<file path="config.mk">
export PLATFORM = sky130hd
export DESIGN_NAME = ascii_command_engine
export DESIGN_NICKNAME = d
export VERILOG_FILES = /design/src/rtl/ascii_cmd_pkg.sv /design/src/rtl/hex_nibble_to_ascii.sv /design/src/rtl/ascii_command_engine.sv
export SDC_FILE = /design/constraint.sdc
export NUM_CORES = 1
export LEC_CHECK = 0
export CAP_MARGIN = 20
export CORE_AREA = 2 2 221 277
export DETAILED_ROUTE_END_ITERATION = 10
export DIE_AREA = 0 0 223 279
export MAX_ROUTING_LAYER = met4
export SYNTH_ARGS = -nofsm -noshare
export SYNTH_HDL_FRONTEND = slang
export SYNTH_SLANG_ARGS = --single-unit
</file>
<file path="constraint.sdc">
create_clock -name clock -period 18.6 [get_ports clock]
set_clock_uncertainty 0.2 [all_clocks]
set_input_delay 3.72 -clock clock [delete_from_list [all_inputs] [get_ports clock]]
set_output_delay 3.72 -clock clock [all_outputs]
set_load 0.02 [all_outputs]
</file>
<file path="src/rtl/ascii_cmd_pkg.sv">
// Shared types and constants for the ASCII command engine: FSM states,
// command codes, command text and response-buffer sizing.
package ascii_cmd_pkg;

  typedef enum logic [1:0] {
    COLLECT,
    PARSE,
    SEND
  } state_t;

  typedef enum logic [1:0] {
    RESP_PING,
    RESP_VOLT,
    RESP_ERR
  } resp_kind_t;

  localparam logic [7:0] CMD_PING      = 8'd1;
  localparam logic [7:0] CMD_RESET     = 8'd2;
  localparam logic [7:0] CMD_VOLT_BASE = 8'd2;
  localparam logic [7:0] CMD_ERROR     = 8'hFF;

  localparam logic [7:0] ASCII_CR    = 8'h0D;
  localparam logic [7:0] ASCII_LF    = 8'h0A;
  localparam logic [7:0] ASCII_QMARK = 8'h3F;

  localparam logic [7:0] CMD_TEXT    [3] = '{"c", "m", "d"};
  localparam logic [7:0] RESET_TEXT  [5] = '{"r", "e", "s", "e", "t"};
  localparam logic [7:0] VOLT_PREFIX [9] = '{"v", "o", "l", "t", "a", "g", "e", "c", "h"};

  // Longest response is either the hex sample plus CR or "resp\r".
  function automatic int resp_len(input int data_w);
    return ((data_w / 4 + 1) > 5) ? (data_w / 4 + 1) : 5;
  endfunction

  function automatic logic is_digit(input logic [7:0] c);
    return (c >= "0") && (c <= "9");
  endfunction

  function automatic int digit_val(input logic [7:0] c);
    return int'(c) - 48;
  endfunction

endpackage

</file>
<file path="src/rtl/hex_nibble_to_ascii.sv">
// Combinational conversion of one 4-bit nibble to its uppercase ASCII hex digit.
module hex_nibble_to_ascii (
  input  logic [3:0] nibble,
  output logic [7:0] ascii
);

  always_comb begin
    if (nibble < 4'd10) ascii = 8'h30 + {4'h0, nibble};
    else                ascii = 8'h37 + {4'h0, nibble};
  end

endmodule

</file>
<file path="src/rtl/ascii_command_engine.sv">
// Line-oriented ASCII command decoder with a per-channel sample store and streamed
// responses. Define CMD_ERROR_RESP_EN to answer rejected lines with "?\r".
module ascii_command_engine
  import ascii_cmd_pkg::*;
#(
  parameter  int NUM_CH   = 8,
  parameter  int DATA_W   = 32,
  parameter  int LINE_MAX = 12,
  localparam int CH_W     = (NUM_CH > 1) ? $clog2(NUM_CH) : 1
) (
  input  logic              clock,
  input  logic              reset,
  input  logic [7:0]        rx_byte,
  input  logic              rx_valid,
  input  logic [DATA_W-1:0] adc_data,
  input  logic [CH_W-1:0]   adc_channel,
  input  logic              adc_data_valid,
  output logic [7:0]        tx_byte,
  output logic              tx_valid,
  input  logic              tx_ready,
  output logic [7:0]        command_valid,
  output logic              rs_232_reset,
  output logic              busy
);

  localparam int DIGITS   = DATA_W / 4;
  localparam int RESP_LEN = resp_len(DATA_W);
  localparam int IDX_W    = $clog2(RESP_LEN);
  localparam int LEN_W    = $clog2(LINE_MAX + 1);

`ifdef CMD_ERROR_RESP_EN
  localparam bit ERR_RESP_EN = 1'b1;
`else
  localparam bit ERR_RESP_EN = 1'b0;
`endif

  state_t            state;
  state_t            state_next;

  logic              rx_sync;
  logic              rx_prev;
  logic [7:0]        rx_hold;
  logic              rx_rise;

  logic [7:0]        line_buf [LINE_MAX];
  logic [LEN_W-1:0]  line_len;
  logic              overflow;

  logic [DATA_W-1:0] values [NUM_CH];

  resp_kind_t        send_kind;
  logic [DATA_W-1:0] snapshot;
  logic [IDX_W-1:0]  send_idx;
  logic [IDX_W-1:0]  last_idx;
  logic              tx_fire;
  logic              send_done;

  logic              is_cmd;
  logic              is_reset;
  logic              prefix_ok;
  logic              is_volt;
  int                volt_n;
  logic [DATA_W-1:0] volt_value;

  logic [7:0]        parse_code;
  resp_kind_t        parse_kind;
  logic              parse_has_resp;
  logic              parse_rst;
  logic [IDX_W-1:0]  parse_last;

  logic [3:0]        nibble;
  logic [7:0]        hex_char;
  logic [7:0]        tx_char;

  assign rx_rise   = rx_sync & ~rx_prev;
  assign tx_fire   = tx_valid & tx_ready;
  assign send_done = tx_fire && (send_idx == last_idx);
  assign tx_byte   = tx_valid ? tx_char : 8'h00;

  // Match the assembled line against the fixed command words and the voltage form.
  always_comb begin
    is_cmd = (int'(line_len) == 3);
    for (int i = 0; i < 3; i++)
      if (line_buf[i] != CMD_TEXT[i]) is_cmd = 1'b0;

    is_reset = (int'(line_len) == 5);
    for (int i = 0; i < 5; i++)
      if (line_buf[i] != RESET_TEXT[i]) is_reset = 1'b0;

    prefix_ok = 1'b1;
    for (int i = 0; i < 9; i++)
      if (line_buf[i] != VOLT_PREFIX[i]) prefix_ok = 1'b0;

    volt_n = 0;
    if (prefix_ok && is_digit(line_buf[9]) && (line_buf[9] != "0")) begin
      if (int'(line_len) == 10)
        volt_n = digit_val(line_buf[9]);
      else if ((int'(line_len) == 11) && is_digit(line_buf[10]))
        volt_n = 10 * digit_val(line_buf[9]) + digit_val(line_buf[10]);
    end
    is_volt = (volt_n >= 1) && (volt_n <= NUM_CH);

    volt_value = '0;
    for (int i = 0; i < NUM_CH; i++)
      if (volt_n == i + 1) volt_value = values[i];
  end

  // Command code and response selection; an overflowed line is always rejected.
  always_comb begin
    parse_code     = CMD_ERROR;
    parse_kind     = RESP_ERR;
    parse_has_resp = ERR_RESP_EN;
    parse_rst      = 1'b0;
    parse_last     = IDX_W'(1);
    if (!overflow) begin
      if (is_cmd) begin
        parse_code     = CMD_PING;
        parse_kind     = RESP_PING;
        parse_has_resp = 1'b1;
        parse_last     = IDX_W'(4);
      end else if (is_reset) begin
        parse_code     = CMD_RESET;
        parse_has_resp = 1'b0;
        parse_rst      = 1'b1;
      end else if (is_volt) begin
        parse_code     = CMD_VOLT_BASE + 8'(volt_n);
        parse_kind     = RESP_VOLT;
        parse_has_resp = 1'b1;
        parse_last     = IDX_W'(DIGITS);
      end
    end
  end

  always_comb begin
    state_next = state;
    case (state)
      COLLECT: if (rx_rise && (rx_hold == ASCII_CR)) state_next = PARSE;
      PARSE:   state_next = parse_has_resp ? SEND : COLLECT;
      SEND:    if (send_done) state_next = COLLECT;
      default: state_next = COLLECT;
    endcase
  end

  always_ff @(posedge clock or posedge reset) begin
    if (reset) state <= COLLECT;
    else       state <= state_next;
  end

  // Response byte for the current SEND index; hex digits go out MSB first.
  always_comb begin
    int shift;
    shift = 4 * (DIGITS - 1 - int'(send_idx));
    if (shift < 0) shift = 0;
    nibble  = 4'(snapshot >> shift);
    tx_char = ASCII_CR;
    case (send_kind)
      RESP_PING: begin
        case (int'(send_idx))
          0:       tx_char = "r";
          1:       tx_char = "e";
          2:       tx_char = "s";
          3:       tx_char = "p";
          default: tx_char = ASCII_CR;
        endcase
      end
      RESP_VOLT: if (int'(send_idx) < DIGITS) tx_char = hex_char;
      RESP_ERR:  if (send_idx == '0) tx_char = ASCII_QMARK;
      default:   tx_char = ASCII_CR;
    endcase
  end

  hex_nibble_to_ascii u_hex (
    .nibble(nibble),
    .ascii (hex_char)
  );

  // rx_valid is sampled once so a byte lands one edge after its rising edge is seen.
  always_ff @(posedge clock or posedge reset) begin
    if (reset) begin
      rx_sync  <= 1'b0;
      rx_prev  <= 1'b0;
      rx_hold  <= '0;
      line_len <= '0;
      overflow <= 1'b0;
      for (int i = 0; i < LINE_MAX; i++) line_buf[i] <= '0;
    end else begin
      rx_sync <= rx_valid;
      rx_prev <= rx_sync;
      rx_hold <= rx_byte;
      if (state == PARSE) begin
        line_len <= '0;
        overflow <= 1'b0;
      end else if ((state == COLLECT) && rx_rise &&
                   (rx_hold != ASCII_CR) && (rx_hold != ASCII_LF)) begin
        if (int'(line_len) == LINE_MAX) begin
          overflow <= 1'b1;
        end else begin
          for (int i = 0; i < LINE_MAX; i++)
            if (int'(line_len) == i) line_buf[i] <= rx_hold;
          line_len <= line_len + LEN_W'(1);
        end
      end
    end
  end

  always_ff @(posedge clock or posedge reset) begin
    if (reset) begin
      for (int i = 0; i < NUM_CH; i++) values[i] <= '0;
    end else if (adc_data_valid) begin
      for (int i = 0; i < NUM_CH; i++)
        if (adc_channel == CH_W'(i)) values[i] <= adc_data;
    end
  end

  // The sample is snapshotted in PARSE so later ADC writes cannot tear a response.
  always_ff @(posedge clock or posedge reset) begin
    if (reset) begin
      send_kind     <= RESP_ERR;
      snapshot      <= '0;
      send_idx      <= '0;
      last_idx      <= '0;
      tx_valid      <= 1'b0;
      command_valid <= '0;
      rs_232_reset  <= 1'b0;
      busy          <= 1'b0;
    end else begin
      rs_232_reset <= 1'b0;
      tx_valid     <= (state_next == SEND);
      busy         <= (state_next != COLLECT);
      if (state == PARSE) begin
        command_valid <= parse_code;
        rs_232_reset  <= parse_rst;
        send_kind     <= parse_kind;
        snapshot      <= volt_value;
        send_idx      <= '0;
        last_idx      <= parse_last;
      end else if ((state == SEND) && tx_fire) begin
        send_idx <= send_idx + IDX_W'(1);
      end
    end
  end

endmodule

</file>
==> Word-level counts from Yosys, hierarchy flattened <==
Index checks and enable logic that the tools add are counted.
{ "word_totals": {"output_inout_bits": 19, "wordCells": 225, "regBits": 414} }
{ "classes": {"n_reduce_logical": 42, "n_mul": 1, "n_shift": 1, "n_addsub": 9, "n_bitwise": 5, "order_cmp": 9, "muxes": 67, "eq_ne": 58} }
{ "op_table": {"columns": ["operator", "n"], "rows": [
  ["$mux W32", 12],
  ["$ne A8 B7 Y1 const B", 17],
  ["$eq A32 B4 Y1 const B", 4],
  ["$eq A32 B3 Y1 const B", 2],
  ["$mux W8", 7],
  ["$reduce_and A4 Y1", 11],
  ["$mux W4", 9],
  ["$eq A32 B2 Y1 const B", 1],
  ["$eq A32 B5 Y1 const B", 1],
  ["$eq A4 B4 Y1 const B", 8],
  ["$ge A32 B2 Y1 const B", 1],
  ["$le A32 B5 Y1 const B", 1],
  ["$shr A32 B32 Y4", 1],
  ["$mux W1", 28],
  ["$pmux W7 S4", 1],
  ["$pmux W8 S3", 1],
  ["$reduce_and A2 Y1", 10],
  ["$sub A8 B6 Y9 const B", 2],
  ["$ge A8 B6 Y1 const B", 2],
  ["$le A8 B6 Y1 const B", 2],
  ["$ne A8 B4 Y1 const B", 2],
  ["$add A14 B9 Y15", 1],
  ["$add A6 B4 Y7 const A", 2],
  ["$mux W2", 7],
  ["27 further kinds", 59]
]} }

==> Logic depth before layout (Yosys ltp) <==
{ "depth": {"depth_word": 22, "ltp_mapped": 25, "depth_no_buf": 23} }

==> Cells and area by module <==
Synthesis repeated with hierarchy kept, for this count alone.
{ "unflattened": {"hier_cells": 1698, "hier_area_um2": 20349.5} }
{ "by_module_without_submodules": {"columns": ["module", "area_each_um2", "cells_each", "instances"], "rows": [
  ["ascii_command_engine", 20243.2, 1682, 1],
  ["hex_nibble_to_ascii", 106.4, 16, 1]
]} }

==> Worst setup path before layout <==
OpenSTA, ideal clock, no wires.
{ "synth_timing": {"kind": "register -> output", "from": "reg send_idx[3]", "to": "out tx_byte[1]", "path_stages_with_launch": 9, "arrival_time_ps": 2611, "slack_ps": 12069, "cell_sequence": "dfrtp_1 clkbuf_1 nor2_1 mux4_2 mux2i_1 ha_1 a21oi_1 nand2_1 a21boi_0"} }
{ "synth_via": {"elab_chain_cells": 9, "elab_cells_between_ends": 18, "classes_between": "add/sub (3); order compare (3); eq/ne (3); shift (1); mux (7); reduce/logical (1)"} }
{ "synth_rtl": {"columns": ["element", "line_no", "rtl"], "rows": [
  ["start, declared", "ascii_command_engine.sv:53", "logic [IDX_W-1:0] send_idx;"],
  ["start signal, assigned", "ascii_command_engine.sv:238", "send_idx <= send_idx + IDX_W'(1);"],
  ["$sub A3 B4 Y5", "ascii_command_engine.sv:152", "shift = 4 * (DIGITS - 1 - int'(send_idx));"],
  ["$lt A7 B1 Y1", "ascii_command_engine.sv:153", "if (shift < 0) shift = 0;"],
  ["$mux W32", "ascii_command_engine.sv:153", null],
  ["$shr A32 B32 Y4", "ascii_command_engine.sv:154", "nibble = 4'(snapshot >> shift);"],
  ["$add A6 B4 Y7 (tied with other cells)", "hex_nibble_to_ascii.sv:9", "else ascii = 8'h37 + {4'h0, nibble};"],
  ["$mux W8", "hex_nibble_to_ascii.sv:8", "if (nibble < 4'd10) ascii = 8'h30 + {4'h0, nibble};"],
  ["$mux W8", "ascii_command_engine.sv:166", "RESP_VOLT: if (int'(send_idx) < DIGITS) tx_char = hex_char;"],
  ["$pmux W8 S3 (*)", "ascii_command_engine.sv:156", "case (send_kind)"],
  ["$mux W8 (*)", "ascii_command_engine.sv:78", "assign tx_byte = tx_valid ? tx_char : 8'h00;"],
  ["end, declared", "ascii_command_engine.sv:18", "output logic [7:0] tx_byte,"]
]} }
Mark *: on every way between the ends. The rest lies on a longest branch, timed or not.

==> Worst setup path after layout <==
{ "layout_timing": {"from": "reg send_idx[2]", "to": "out tx_byte[4]"} }
The elaborated chain is that of the path after synthesis.

==> PnR_summary.wiki <==
{| class="wikitable"
! Metric !! Value
|-
| Flip-flop cell with the highest count after synthesis || sky130_fd_sc_hd__dfrtp_1
|-
| Depth of the most critical reg-to-reg path || 20
|-
| Peak clock frequency supported by timing || about 120 MHz
|-
| Setup violations, final || 0
|-
| Endpoint of the worst hold path || rx_prev$_DFF_PP0_
|-
| Final max-slew violation count || 0
|-
| Top Family by Delay on Critical Path || multiplexers
|-
| Floorplan core area || about 0.06 sq mm
|-
| Placer congestion estimate || ~0.85
|-
| Delay of the slowest cell on the worst path || 600 ps
|-
| Area growth from synthesis to layout || 14.5%
|-
| Status || completed
|-
| Required time at the worst-slack endpoint || approximately 15,000 ps
|-
| Sequential element share of the synthesized area || between 40% and 50%
|-
| Critical path start-end classification || flop to output pin
|-
| Number of ports placed on the die boundary || 67
|-
| Per-instance average area after synthesis || 11.8 sq um
|-
| First-pass GRT wire length || between 90,000 and 100,000 um
|-
| Crit end category || output pin
|-
| Library cell contributing the largest single delay on the critical path || sky130_fd_sc_hd__clkdlybuf4s50_1
|-
| Number of enable-type register cells in the synthesized netlist || 0
|-
| Fin util || 39.8%
|-
| Die outline width || around 220 um
|-
| Clock tree sinks || slightly above 400
|-
| HP Start || rx_sync$_DFF_PP0_
|-
| Total setup buffers inserted after CTS || 0
|-
| Startpoint of the lowest-slack register-to-register path || line_buf[20]$_DFFE_PP0P_
|-
| Worst VDD drop || around 68 uV
|-
| Post-synthesis cell area || between 0.02 and 0.025 sq mm
|-
| Detailed-route wire length || 57,000 um
|-
| Total track usage || a little under a fifth
|-
| First-iteration detailed-routing DRC count || about 1,200
|-
| Antenna Violating Nets Remaining || 0
|-
| Worst hold path type || flop to flop
|-
| Actual slew at the worst max-slew pin || about 1100 ps
|-
| Number of different library cells in the post-synthesis netlist || 76
|-
| Worst reg2reg setup slack || about 12,000 ps
|-
| Routed WL per cell || 22.2 um
|-
| Number of hold violations in the final report || 0
|-
| Cell depth of the worst min-delay path || 0
|-
| Diodes inserted || 0
|-
| Overflow left after global routing || 0
|-
| Register bit total from synthesis || slightly above 400
|-
| Slew Limit Headroom || 27.8%
|-
| Fraction of synthesis flops using an asynchronous set or reset pin || between 90% and 100%
|-
| Num CTS Buffers || 46
|-
| Post-cts gate resize count || 0
|-
| Post-synthesis cell count || around 1,700
|-
| Via count of the first global-routing pass || between 15,000 and 20,000
|-
| Via count of the routed design || between 10,000 and 15,000
|-
| Number of warnings issued by yosys || 0
|-
| Worst slack at placement || 10,610 ps
|-
| Leakage power summed over all cells || around 0.0099 uW
|-
| Y dimension of the die || 279 um
|-
| Syn nets || approximately 1,800
|-
| Starting density of the core || 34.7%
|-
| Layout cells sized above 1 || a little over a quarter
|-
| Count of maximum capacitance violations || 0
|-
| Number of antenna violations at the first check in global routing || 0
|-
| Destination of the worst register-to-register timing path || snapshot[21]$_DFFE_PP0P_
|-
| Nets || approximately 1,900
|-
| Setup Total Neg Slack || 0 ps
|-
| Chain of cells forming the critical path || nor2_1 -> mux4_2 -> mux2i_1 -> a21oi_1 -> a21boi_0 -> o21ai_0 -> and3_1 -> clkdlybuf4s50_1
|-
| Critical path data arrival time || roughly 4100 ps
|-
| Clk_lat worst skew || about 590 ps
|-
| Number of I/O port buffers || 65
|-
| Maximum fanout along the worst path || 14
|-
| Number of inserted filler cells in the final layout || 5,586
|-
| CTS H-Tree Depth || 2
|-
| Hold bufs inserted after CTS || 0
|-
| Reg clk slew, reported paths || about 60 ps
|-
| Setup WS post-layout || between 10,000 and 15,000 ps
|-
| CTS Buffer Depth || 3
|-
| Pin count of the biggest net entering global routing || 135
|-
| Post-route fraction of the period consumed by the critical path || 43.0%
|-
| PD cells || 108 mW/mm^2
|-
| HPWL reported at the end of detailed placement || around 36,000 um
|-
| Number of buffer and inverter instances along the worst setup path || 1
|-
| Remaining DRCs || 0
|-
| Die footprint || just over 0.06 sq mm
|-
| Setup repair after global routing missed its margin || false
|-
| TritonCTS clock tree || built
|-
| Worst hold-check slack || 244 ps
|-
| Clock root buffer || sky130_fd_sc_hd__clkbuf_16
|-
| Vias per inst || between 5 and 6
|-
| Router iterations before antenna repair || 5
|-
| Tmin final || ~8000 ps
|-
| Cell row count || 100
|-
| CP startpoint kind || flop
|}
==> metal layers <==
layer	wire length [um]	up-vias	track usage, %
met2	28500	403	31.7
met3	2360	123	2.28
li1	-	6636	-
met5	0	-	-
met1	24100	7703	23.3
met4	2080	0	7.71
==> sequential cells by signal, indices dropped and copies added (netlist names) <==
signal,cells
state,2
rs_232_reset,1
send_idx,4
rx_sync,1
snapshot,32
overflow,1
rx_hold,8
send_kind,2
line_buf,88
command_valid,8
rx_prev,1
last_idx,2
values,256
tx_valid,1
line_len,4
busy,1
==> area by class of cell <==
cell class                 count  area, sq um  share of cell area, %
sequential                   412        10300                   43.6
multi-input combinational   1179         9780                   41.4
clock buffer                  61         1300                   5.49
tap                          765          957                   4.05
timing repair buffer          98          902                   3.82
clock inverter                24          238                   1.01
inverter                      35          139                  0.588
==> power breakdown <==
part / switching (uW) / internal, uW
Clock: 384 / 536
Combinational: 190 / 240
Sequential: 131 / 1080
==> placed cells by master, fill, tap and decap left out, types with 9 or more instances in the layout <==
cell type                         Yosys  final
sky130_fd_sc_hd__o22ai_1             17     17
sky130_fd_sc_hd__nor4bb_1            11     11
sky130_fd_sc_hd__clkbuf_16            0     46
sky130_fd_sc_hd__clkbuf_8             0      9
sky130_fd_sc_hd__nor2_1              51     49
sky130_fd_sc_hd__a21o_1              14     14
sky130_fd_sc_hd__a22oi_1             37     37
sky130_fd_sc_hd__nor3_1              18     14
sky130_fd_sc_hd__dfrtp_1            411    411
sky130_fd_sc_hd__a221o_1             16     16
sky130_fd_sc_hd__buf_4                1     32
sky130_fd_sc_hd__inv_1               35     34
sky130_fd_sc_hd__o21ai_0             89     89
sky130_fd_sc_hd__a221oi_1            16     16
sky130_fd_sc_hd__nand4_1             11     11
sky130_fd_sc_hd__a2bb2oi_1           17     17
sky130_fd_sc_hd__clkdlybuf4s50_1      0     65
sky130_fd_sc_hd__mux2_2             345    345
sky130_fd_sc_hd__xnor2_1             19     19
sky130_fd_sc_hd__a22o_1              34     34
sky130_fd_sc_hd__a21oi_1             74     74
sky130_fd_sc_hd__nand2_1             69     69
sky130_fd_sc_hd__o211ai_1            70     70
sky130_fd_sc_hd__nand3_1             33     33
sky130_fd_sc_hd__and3_1              26     25
sky130_fd_sc_hd__ha_1                41     41
sky130_fd_sc_hd__nand2b_1             9      9
sky130_fd_sc_hd__clkinv_2             0     14
sky130_fd_sc_hd__a31o_1              10     10
==> synth_stat cells (all sizes together), types with 7 or more instances <==
| library cell | count | share of area [%] |
|---|---|---|
| a31o | 16 | 0.68 |
| buf | 9 | 0.21 |
| a22oi | 37 | 1.3 |
| nand4 | 11 | 0.33 |
| nor2 | 51 | 0.93 |
| and2 | 8 | 0.24 |
| nand3 | 33 | 0.80 |
| nor4bb | 11 | 0.53 |
| a2bb2oi | 17 | 0.72 |
| a21oi | 74 | 1.8 |
| and3 | 26 | 0.79 |
| inv | 35 | 0.64 |
| mux4 | 7 | 0.76 |
| o31ai | 8 | 0.29 |
| o22ai | 17 | 0.52 |
| dfrtp | 411 | 50 |
| nand2 | 69 | 1.3 |
| nor3b | 7 | 0.25 |
| clkbuf | 114 | 2.1 |
| nor2b | 7 | 0.21 |
| a21o | 14 | 0.51 |
| nor4b | 9 | 0.41 |
| nand2b | 9 | 0.27 |
| nand4b | 8 | 0.34 |
| ha | 41 | 2.5 |
| o21ai | 95 | 2.3 |
| a22o | 34 | 1.4 |
| xnor2 | 19 | 0.81 |
| mux2 | 345 | 19 |
| a221o | 16 | 0.78 |
| a221oi | 17 | 0.81 |
| nor3 | 19 | 0.49 |
| o211ai | 70 | 2.5 |
==> stage by stage <==
step	total power (uW)	cell area (sq um)	std cells
2_1_floorplan	1520	20600	1749
6_report	2560	23600	2574
5_1_grt	2680	23600	2574
3_3_place_gp	1630	22100	2488
3_5_place_dp	1650	22100	2489
4_1_cts	2580	23600	2574
==> worst max path at each step <==
stage	slack, ps	cells after the start	from	end
after floorplan	3220	1	reset	busy$_DFF_PP0_
after global placement	10710	5	reset	snapshot[21]$_DFFE_PP0P_
after detailed placement	10610	5	reset	snapshot[21]$_DFFE_PP0P_
after CTS	10560	8	send_idx[2]$_DFFE_PP0P_	tx_byte[4]
after global routing	10350	8	send_idx[2]$_DFFE_PP0P_	tx_byte[4]
final	10600	8	send_idx[2]$_DFFE_PP0P_	tx_byte[4]
==> kinds of logic after synthesis <==
family / share of synthesized area, %
compound gates: 15.5
xor+xnor: 0.976
other cells: 0.0182
mux: 19.7
simple gates: 8.22
fa+ha+maj: 2.68
buf+inv: 2.92
flops: 50.0
Note: power is estimated with default switching activity, not from simulation.
